## src/rtl/pic_host_sequencer.sv

```systemverilog
// pic_host_sequencer: 8259 host initiator (ICW/OCW1 init, two-pulse INTA, EOI); define PIC_HOST_AUTO_EOI_EN to queue an EOI after every INTA
module pic_host_sequencer #(
    parameter int WR_PULSE   = 2,
    parameter int INTA_PULSE = 2,
    parameter int INTA_GAP   = 1
) (
    input  logic       clk,
    input  logic       reset,
    input  logic       start_init,
    input  logic [7:0] cfg_icw1,
    input  logic [7:0] cfg_icw2,
    input  logic [7:0] cfg_icw3,
    input  logic [7:0] cfg_icw4,
    input  logic [7:0] cfg_mask,
    input  logic       eoi_req,
    input  logic       pic_int,
    output logic       cs_n,
    output logic       wr_n,
    output logic       rd_n,
    output logic       a0,
    output logic [7:0] data_out,
    output logic       data_oe,
    input  logic [7:0] data_in,
    output logic       int_ack_n,
    output logic [7:0] vector,
    output logic       vector_valid,
    output logic       init_done,
    output logic       busy
);
    typedef enum logic [2:0] {IDLE, W_SETUP, W_STROBE, W_HOLD, A1_LOW, A_GAP, A2_LOW, A_END} state_t;
    state_t     state;
    logic [7:0] cnt;
    logic [2:0] step;
    logic [2:0] s1, s2, nstep;
    logic [7:0] nbyte;
    logic [7:0] icw1, icw2, icw3, icw4, mask;
    logic       eoi_pend;
    assign rd_n = 1'b1;
    always_comb begin
        s1    = step + 3'd1;
        s2    = (s1 == 3'd2 && icw1[1]) ? 3'd3 : s1;
        nstep = (s2 == 3'd3 && !icw1[0]) ? 3'd4 : s2;
        nbyte = nstep == 3'd1 ? icw2 : nstep == 3'd2 ? icw3 : nstep == 3'd3 ? icw4 : mask;
    end
    always_ff @(posedge clk) begin
        if (reset) begin
            state        <= IDLE;
            cnt          <= 8'd0;
            step         <= 3'd0;
            eoi_pend     <= 1'b0;
            cs_n         <= 1'b1;
            wr_n         <= 1'b1;
            a0           <= 1'b0;
            data_out     <= 8'd0;
            data_oe      <= 1'b0;
            int_ack_n    <= 1'b1;
            vector       <= 8'd0;
            vector_valid <= 1'b0;
            init_done    <= 1'b0;
            busy         <= 1'b0;
            icw1         <= 8'd0;
            icw2         <= 8'd0;
            icw3         <= 8'd0;
            icw4         <= 8'd0;
            mask         <= 8'd0;
        end else begin
            vector_valid <= 1'b0;
            if (eoi_req && state != IDLE) eoi_pend <= 1'b1;
            case (state)
                IDLE: begin
                    if (start_init) begin
                        icw1      <= cfg_icw1;
                        icw2      <= cfg_icw2;
                        icw3      <= cfg_icw3;
                        icw4      <= cfg_icw4;
                        mask      <= cfg_mask;
                        step      <= 3'd0;
                        state     <= W_SETUP;
                        busy      <= 1'b1;
                        cs_n      <= 1'b0;
                        data_oe   <= 1'b1;
                        a0        <= 1'b0;
                        data_out  <= cfg_icw1 | 8'h10;
                        init_done <= 1'b0;
                        eoi_pend  <= eoi_pend | eoi_req;
                    end else if (eoi_pend || eoi_req) begin
                        step     <= 3'd5;
                        state    <= W_SETUP;
                        busy     <= 1'b1;
                        cs_n     <= 1'b0;
                        data_oe  <= 1'b1;
                        a0       <= 1'b0;
                        data_out <= 8'h20;
                        eoi_pend <= 1'b0;
                    end else if (pic_int && init_done) begin
                        state     <= A1_LOW;
                        busy      <= 1'b1;
                        int_ack_n <= 1'b0;
                        cnt       <= 8'd0;
                    end
                end
                W_SETUP: begin
                    state <= W_STROBE;
                    wr_n  <= 1'b0;
                    cnt   <= 8'd0;
                end
                W_STROBE: begin
                    if (cnt == 8'(WR_PULSE - 1)) begin
                        state <= W_HOLD;
                        wr_n  <= 1'b1;
                    end else cnt <= cnt + 8'd1;
                end
                W_HOLD: begin
                    if (step >= 3'd4) begin
                        state   <= IDLE;
                        busy    <= 1'b0;
                        cs_n    <= 1'b1;
                        data_oe <= 1'b0;
                        if (step == 3'd4) init_done <= 1'b1;
                    end else begin
                        state    <= W_SETUP;
                        step     <= nstep;
                        a0       <= 1'b1;
                        data_out <= nbyte;
                    end
                end
                A1_LOW: begin
                    if (cnt == 8'(INTA_PULSE - 1)) begin
                        state     <= A_GAP;
                        int_ack_n <= 1'b1;
                        cnt       <= 8'd0;
                    end else cnt <= cnt + 8'd1;
                end
                A_GAP: begin
                    if (cnt == 8'(INTA_GAP - 1)) begin
                        state     <= A2_LOW;
                        int_ack_n <= 1'b0;
                        cnt       <= 8'd0;
                    end else cnt <= cnt + 8'd1;
                end
                A2_LOW: begin
                    if (cnt == 8'(INTA_PULSE - 1)) begin
                        state        <= A_END;
                        int_ack_n    <= 1'b1;
                        vector       <= data_in;
                        vector_valid <= 1'b1;
                    end else cnt <= cnt + 8'd1;
                end
                A_END: begin
                    state <= IDLE;
                    busy  <= 1'b0;
`ifdef PIC_HOST_AUTO_EOI_EN
                    eoi_pend <= 1'b1;
`else
                    eoi_pend <= eoi_pend | eoi_req;
`endif
                end
                default: state <= IDLE;
            endcase
        end
    end
endmodule
```

## config.mk

```make
export PLATFORM = sky130hd
export DESIGN_NAME = pic_host_sequencer
export DESIGN_NICKNAME = d
export VERILOG_FILES = /design/src/rtl/pic_host_sequencer.sv
export SDC_FILE = /design/constraint.sdc
export NUM_CORES = 1
export LEC_CHECK = 0
export ABC_AREA = 1
export CAP_MARGIN = 20
export CORE_MARGIN = 2
export CORE_UTILIZATION = 40
export DETAILED_ROUTE_END_ITERATION = 6
export DONT_BUFFER_PORTS = 1
export PLACE_DENSITY = 0.51
export SKIP_LAST_GASP = 1
export SYNTH_ARGS = -nofsm -noshare
export SYNTH_HDL_FRONTEND = slang
export SYNTH_SLANG_ARGS = --single-unit
```

## constraint.sdc

```tcl
create_clock -name clk -period 3 [get_ports clk]
set_input_delay 0.6 -clock clk [delete_from_list [all_inputs] [get_ports clk]]
set_output_delay 0.6 -clock clk [all_outputs]
set_load 0.1 [all_outputs]
```

After elaboration in Yosys (flattened, before gate mapping):

Index checks and enable logic that the tools add are counted.

* bits in registers: 73
* bits in latches: 0
* bits in writable memories: 0
* ROM bits: 0
* input port bits: 53
* output and inout bits: 25
* logic and storage cells: 139
* memories kept: 0

* $add $sub $neg: 2
* multiply operators: 0
* div/mod/pow operators: 0
* $lt $le $gt $ge: 1
* equality and inequality tests: 29
* shifts and indexed selects: 0
* multiplexer cells: 59
* bitwise gates (word level): 2
* reduce and logical (&&, ||, !) cells: 27

Operators by type and width (count)
* $mux 8: 12
* $pmux 8 s5: 1
* $mux 3: 12
* $ne 2x2->1 const B: 12
* $pmux 3 s8: 1
* $mux 1: 23
* $eq 3x2->1 const B: 6
* $pmux 8 s2: 1
* $eq 3x3->1 const B: 5
* $pmux 1 s2: 6
* $reduce_and 5->1: 2
* $reduce_and 3->1: 3
* $reduce_bool 3->1: 3
* $add 8x1->8 const B: 1
* $eq 8x1->1 const B: 1
* $logic_not 8->1: 1
* $eq 3x1->1 const B: 2
* $pmux 1 s3: 2
* $pmux 3 s2: 1
* $reduce_and 2->1: 3
* $reduce_and 6->1: 1
* $reduce_or 2->1: 3
* $reduce_bool 5->1: 1
* $logic_and 1x1->1: 4
* other kinds (12): 13

Logic depth before layout (Yosys ltp):

* depth after elaboration: 13
* mapped depth: 14

Least setup slack after synthesis:

Ideal clock, no wire load.

* kind: reg2reg
* from: register init_done
* to: register cnt[5]
* library setup time: 0.070 ns
* arrival time: 1.855 ns
* data required time: 2.930 ns
* path slack: 1.076 ns
* cell stages (with the launch flop): 9
* buffers on the path: 0
* path through: dfxtp_1 > nand2_1 > o21ai_1 > nand3_2 > inv_2 > nand2_1 > nor2_1 > nand2_1 > a21oi_1

* cells in the longest elaborated chain, start to end: 3

Ends and longest elaborated chain
* start: declaration: RTL line 27 `output logic init_done,`
* start signal: assignment: RTL line 59 `init_done <= 1'b0;`
* start signal: assignment: RTL line 84 `init_done <= 1'b0;`
* start signal: assignment: RTL line 119 `if (step == 3'd4) init_done <= 1'b1;`
* $logic_and 1x1->1: RTL line 95 `end else if (pic_int && init_done) begin`
* $ne 2x2->1 (no line)
* $reduce_and 5->1 (no line)
* end signal: assignment: RTL line 111 `end else cnt <= cnt + 8'd1;`
* end signal: assignment: RTL line 132 `end else cnt <= cnt + 8'd1;`
* end signal: assignment: RTL line 139 `end else cnt <= cnt + 8'd1;`
* end: declaration: RTL line 32 `logic [7:0] cnt;`

No other way between the ends.
A chain may end at the register's enable or synchronous reset.

Worst setup path in the final report:

* from: register state[0]
* to: register icw4[3]

* cells in the longest elaborated chain, start to end: 2

Ends and longest elaborated chain
* start: declaration: RTL line 31 `state_t state;`
* start signal: assignment: RTL line 47 `state <= IDLE;`
* start signal: assignment: RTL line 78 `state <= W_SETUP;`
* start signal: assignment: RTL line 88 `state <= W_SETUP;`
* $logic_not 3->1: RTL line 69 `case (state)`
* $reduce_and 2->1 (no line)
* end signal: assignment: RTL line 75 `icw4 <= cfg_icw4;`
* end: declaration: RTL line 36 `logic [7:0] icw1, icw2, icw3, icw4, mask;`

No other way between the ends.

==> out/results.txt <==
Num CTS Buffers: 9
Critical Path Start: state[0]
DRC Markers: 0
Die Width: 100.3 um
leading cell type in the layout, fill and taps excluded: nand2_1
vias in the first global route: 3084
Synth Area in Compound Gates: 17.55%
Worst Path Buf+Inv: 4
min-delay src: reset
worst path arrival time: 2280 ps
Leak: 1.648 nW
global-route wire length before repair: 15030 um
fin cells: 615
Pins Over Slew Limit: 0
Max clock buf depth: 2
number of max-cap violations: 0
yosys warns: 0
Detail Placement HPWL: 6361 um
1st-pass router iterations: 4
TritonCTS clock tree: built
clk_lat worst skew: 340 ps
Hold Fails Final Rpt: 0
VDD IR max: 468.9 uV
number of fill cells: 968
Setup Total Neg Slack: 0 ps
CORE AREA: 0.009109 mm^2
syn_nets: 573
wirelength, routed: 9130 um
Yosys reg bits: 73
Die Y: 100.3 um
I/O pin cnt: 78
crit start category: register
worst hold path type: in -> reg
Critical Path Slowest Stage Cell: dfxtp_1
Pwr Density: 1039 mW/mm^2
H-tree depth: 3
fin crit period: 2000 ps
Seq/Total Area, Yosys: 39.42%
routed via count: 3242
Area Growth Syn to Fin: 6.345%
die area: 0.01005 mm^2
reg2reg start: state[0]
ANT cells: 0
post-synthesis xor/xnor area fraction: 0.2362%
WL/cell: 14.85 um
status: finished clean
ANT nets after route: 0
most frequent cells in the layout: nand2_1 (88), dfxtp_1 (73), inv_1 (58), a21oi_1 (56), o21ai_0 (49)
CP delay by family, top: buffers and inverters
Inst Count DP: 600
skew final: 11.37 ps
clk slew on worst S/H paths: 80 ps
Worst EP required: 3280 ps
CTS Sinks: 73
Net count, final: 565
worst path cell trace: inv_1 > ha_1 > inv_1 > nor2_4 > buf_4 > nand2_1 > buf_4 > o21ai_0 > a21oi_1
Max Freq: 500.0 MHz
Post-Synth Adder-Cell Area: 4.050%
Setup WS post-layout: 999.9 ps
root buf cell: clkbuf_8
hold buffers post-CTS: 0
Synth cell types: 37
syn avg cell area: 7.298 um^2
Worst-Margin Slew: 992.6 ps
# port buffers: 0
layout cells sized above 1: 11.31%
synthesized area: 0.003707 mm^2
crit-path max FO: 50
post-CTS sizing: 0
Syn Inst Count: 508
worst stage delay on the critical path: 430 ps
Placement Setup Slack: 1001 ps
largest net degree at the start of global routing: 51
max_slew headroom: 33.73%
RSZ-0062 raised after global routing: no
Post-CTS Setup Inserts: 0
GRT Residual Overflow: 0
Synth Area in Simple Gates: 27.91%
Initial Utilization: 40.70%
Vias/cell: 5.272
final setup vio count: 0
post-synthesis mux area share: 0%
largest family of logic cells by synthesized area: simple AND/OR/NAND/NOR gates
Total GRT Usage: 18.82%
floorplan row count: 35
Final Wtd Congestion: 0.8466
CP Capture Type: register
antenna violations before repair: 0
Iter 0 DRT Violations: 142
CP Class: reg -> reg
Tcrit/Tclk final: 66.67%
-- state kept, by name, summed over array words and instances (netlist names), 2 cells and up --
register  count
step          3
icw2          8
icw4          8
icw1          2
cnt           8
state         3
icw3          8
vector        8
data_out      8
mask          8
-- logic make-up after synthesis --
kind of cell               after synthesis
xor gates and xnor gates                 1
buffers and inverters                   90
adders and majority gates               12
and+or+nand+nor                        211
other                                    1
DFF                                     73
AOI/OAI and AO/OA                      120
-- power by group --
group / internal (W) / leakage, nW / switching, W
registers: 0.00119 / 0.598 / 0.000652
logic: 0.000434 / 0.948 / 0.000979
clock network: 0.000464 / 0.102 / 0.000377
-- synth_stat cells, drive strengths merged --
library cell | instances | area share (%)
nand3 | 46 | 7.5
xor2 | 1 | 0.24
inv | 65 | 6.6
o21ai | 53 | 7.5
clkbuf | 15 | 1.9
nor3 | 5 | 0.67
o21bai | 1 | 0.20
o311ai | 1 | 0.24
ha | 12 | 4.0
clkinv | 1 | 0.10
nor2 | 41 | 5.1
nor3b | 2 | 0.40
conb | 1 | 0.10
a41oi | 1 | 0.24
or2 | 1 | 0.17
a211oi | 1 | 0.20
a21oi | 63 | 9.2
nand2 | 96 | 11
buf | 9 | 2.2
nand4 | 20 | 3.4
dfxtp | 73 | 39
-- metrics by stage --
stage / area, um^2 / util [%] / power (W) / hold slack [ps]
finish: 3943 / 43.28 / 0.004095 / 314.9
global route: 3943 / 43.28 / 0.004398 / 290.2
CTS: 3943 / 43.28 / 0.004138 / 296.3
detailed placement: 3734 / 40.99 / 0.003289 / 441.8
global placement: 3734 / 40.99 / 0.003271 / 440.6
floorplan: 3707 / - / 0.003038 / 423.5
-- final timing paths --
| path | to | slack, ps | cells past startpoint |
|---|---|---|---|
| worst min register to register | icw3[7] | 450 | 2 |
| worst min-delay path | icw3[3] | 310 | 1 |
| worst max-delay path | icw4[3] | 1000 | 9 |
| worst max register to register | icw4[3] | 1000 | 9 |
-- worst register-to-register path, delay by kind of cell, from the launching register on --
family                   cells  cell delay, ps
buffers and inverters        4             800
flip-flops                   1             430
AO/OA/AOI/OAI                2             340
adder cells (fa/ha/maj)      1             230
AND/OR/NAND/NOR              2             130
-- layout make-up --
| cell class | count | area [um^2] | share of cell area, % |
|---|---|---|---|
| Timing Repair Buffer | 5 | 37.54 | 0.9521 |
| Sequential cell | 73 | 1461 | 37.07 |
| Clock buffer | 10 | 127.6 | 3.237 |
| Tap cell | 111 | 138.9 | 3.523 |
| Multi-Input combinational cell | 345 | 1848 | 46.87 |
| Inverter | 66 | 247.7 | 6.284 |
| Clock inverter | 5 | 81.33 | 2.063 |
-- layer usage --
metal,track usage [%],vias up,routed length (um)
li1,-,1653,-
met1,23.10,1486,4004
met2,30.98,89,4270
met3,6.546,14,715
met4,6.006,0,139
met5,0,-,0
(Power assumes the default switching activity.)
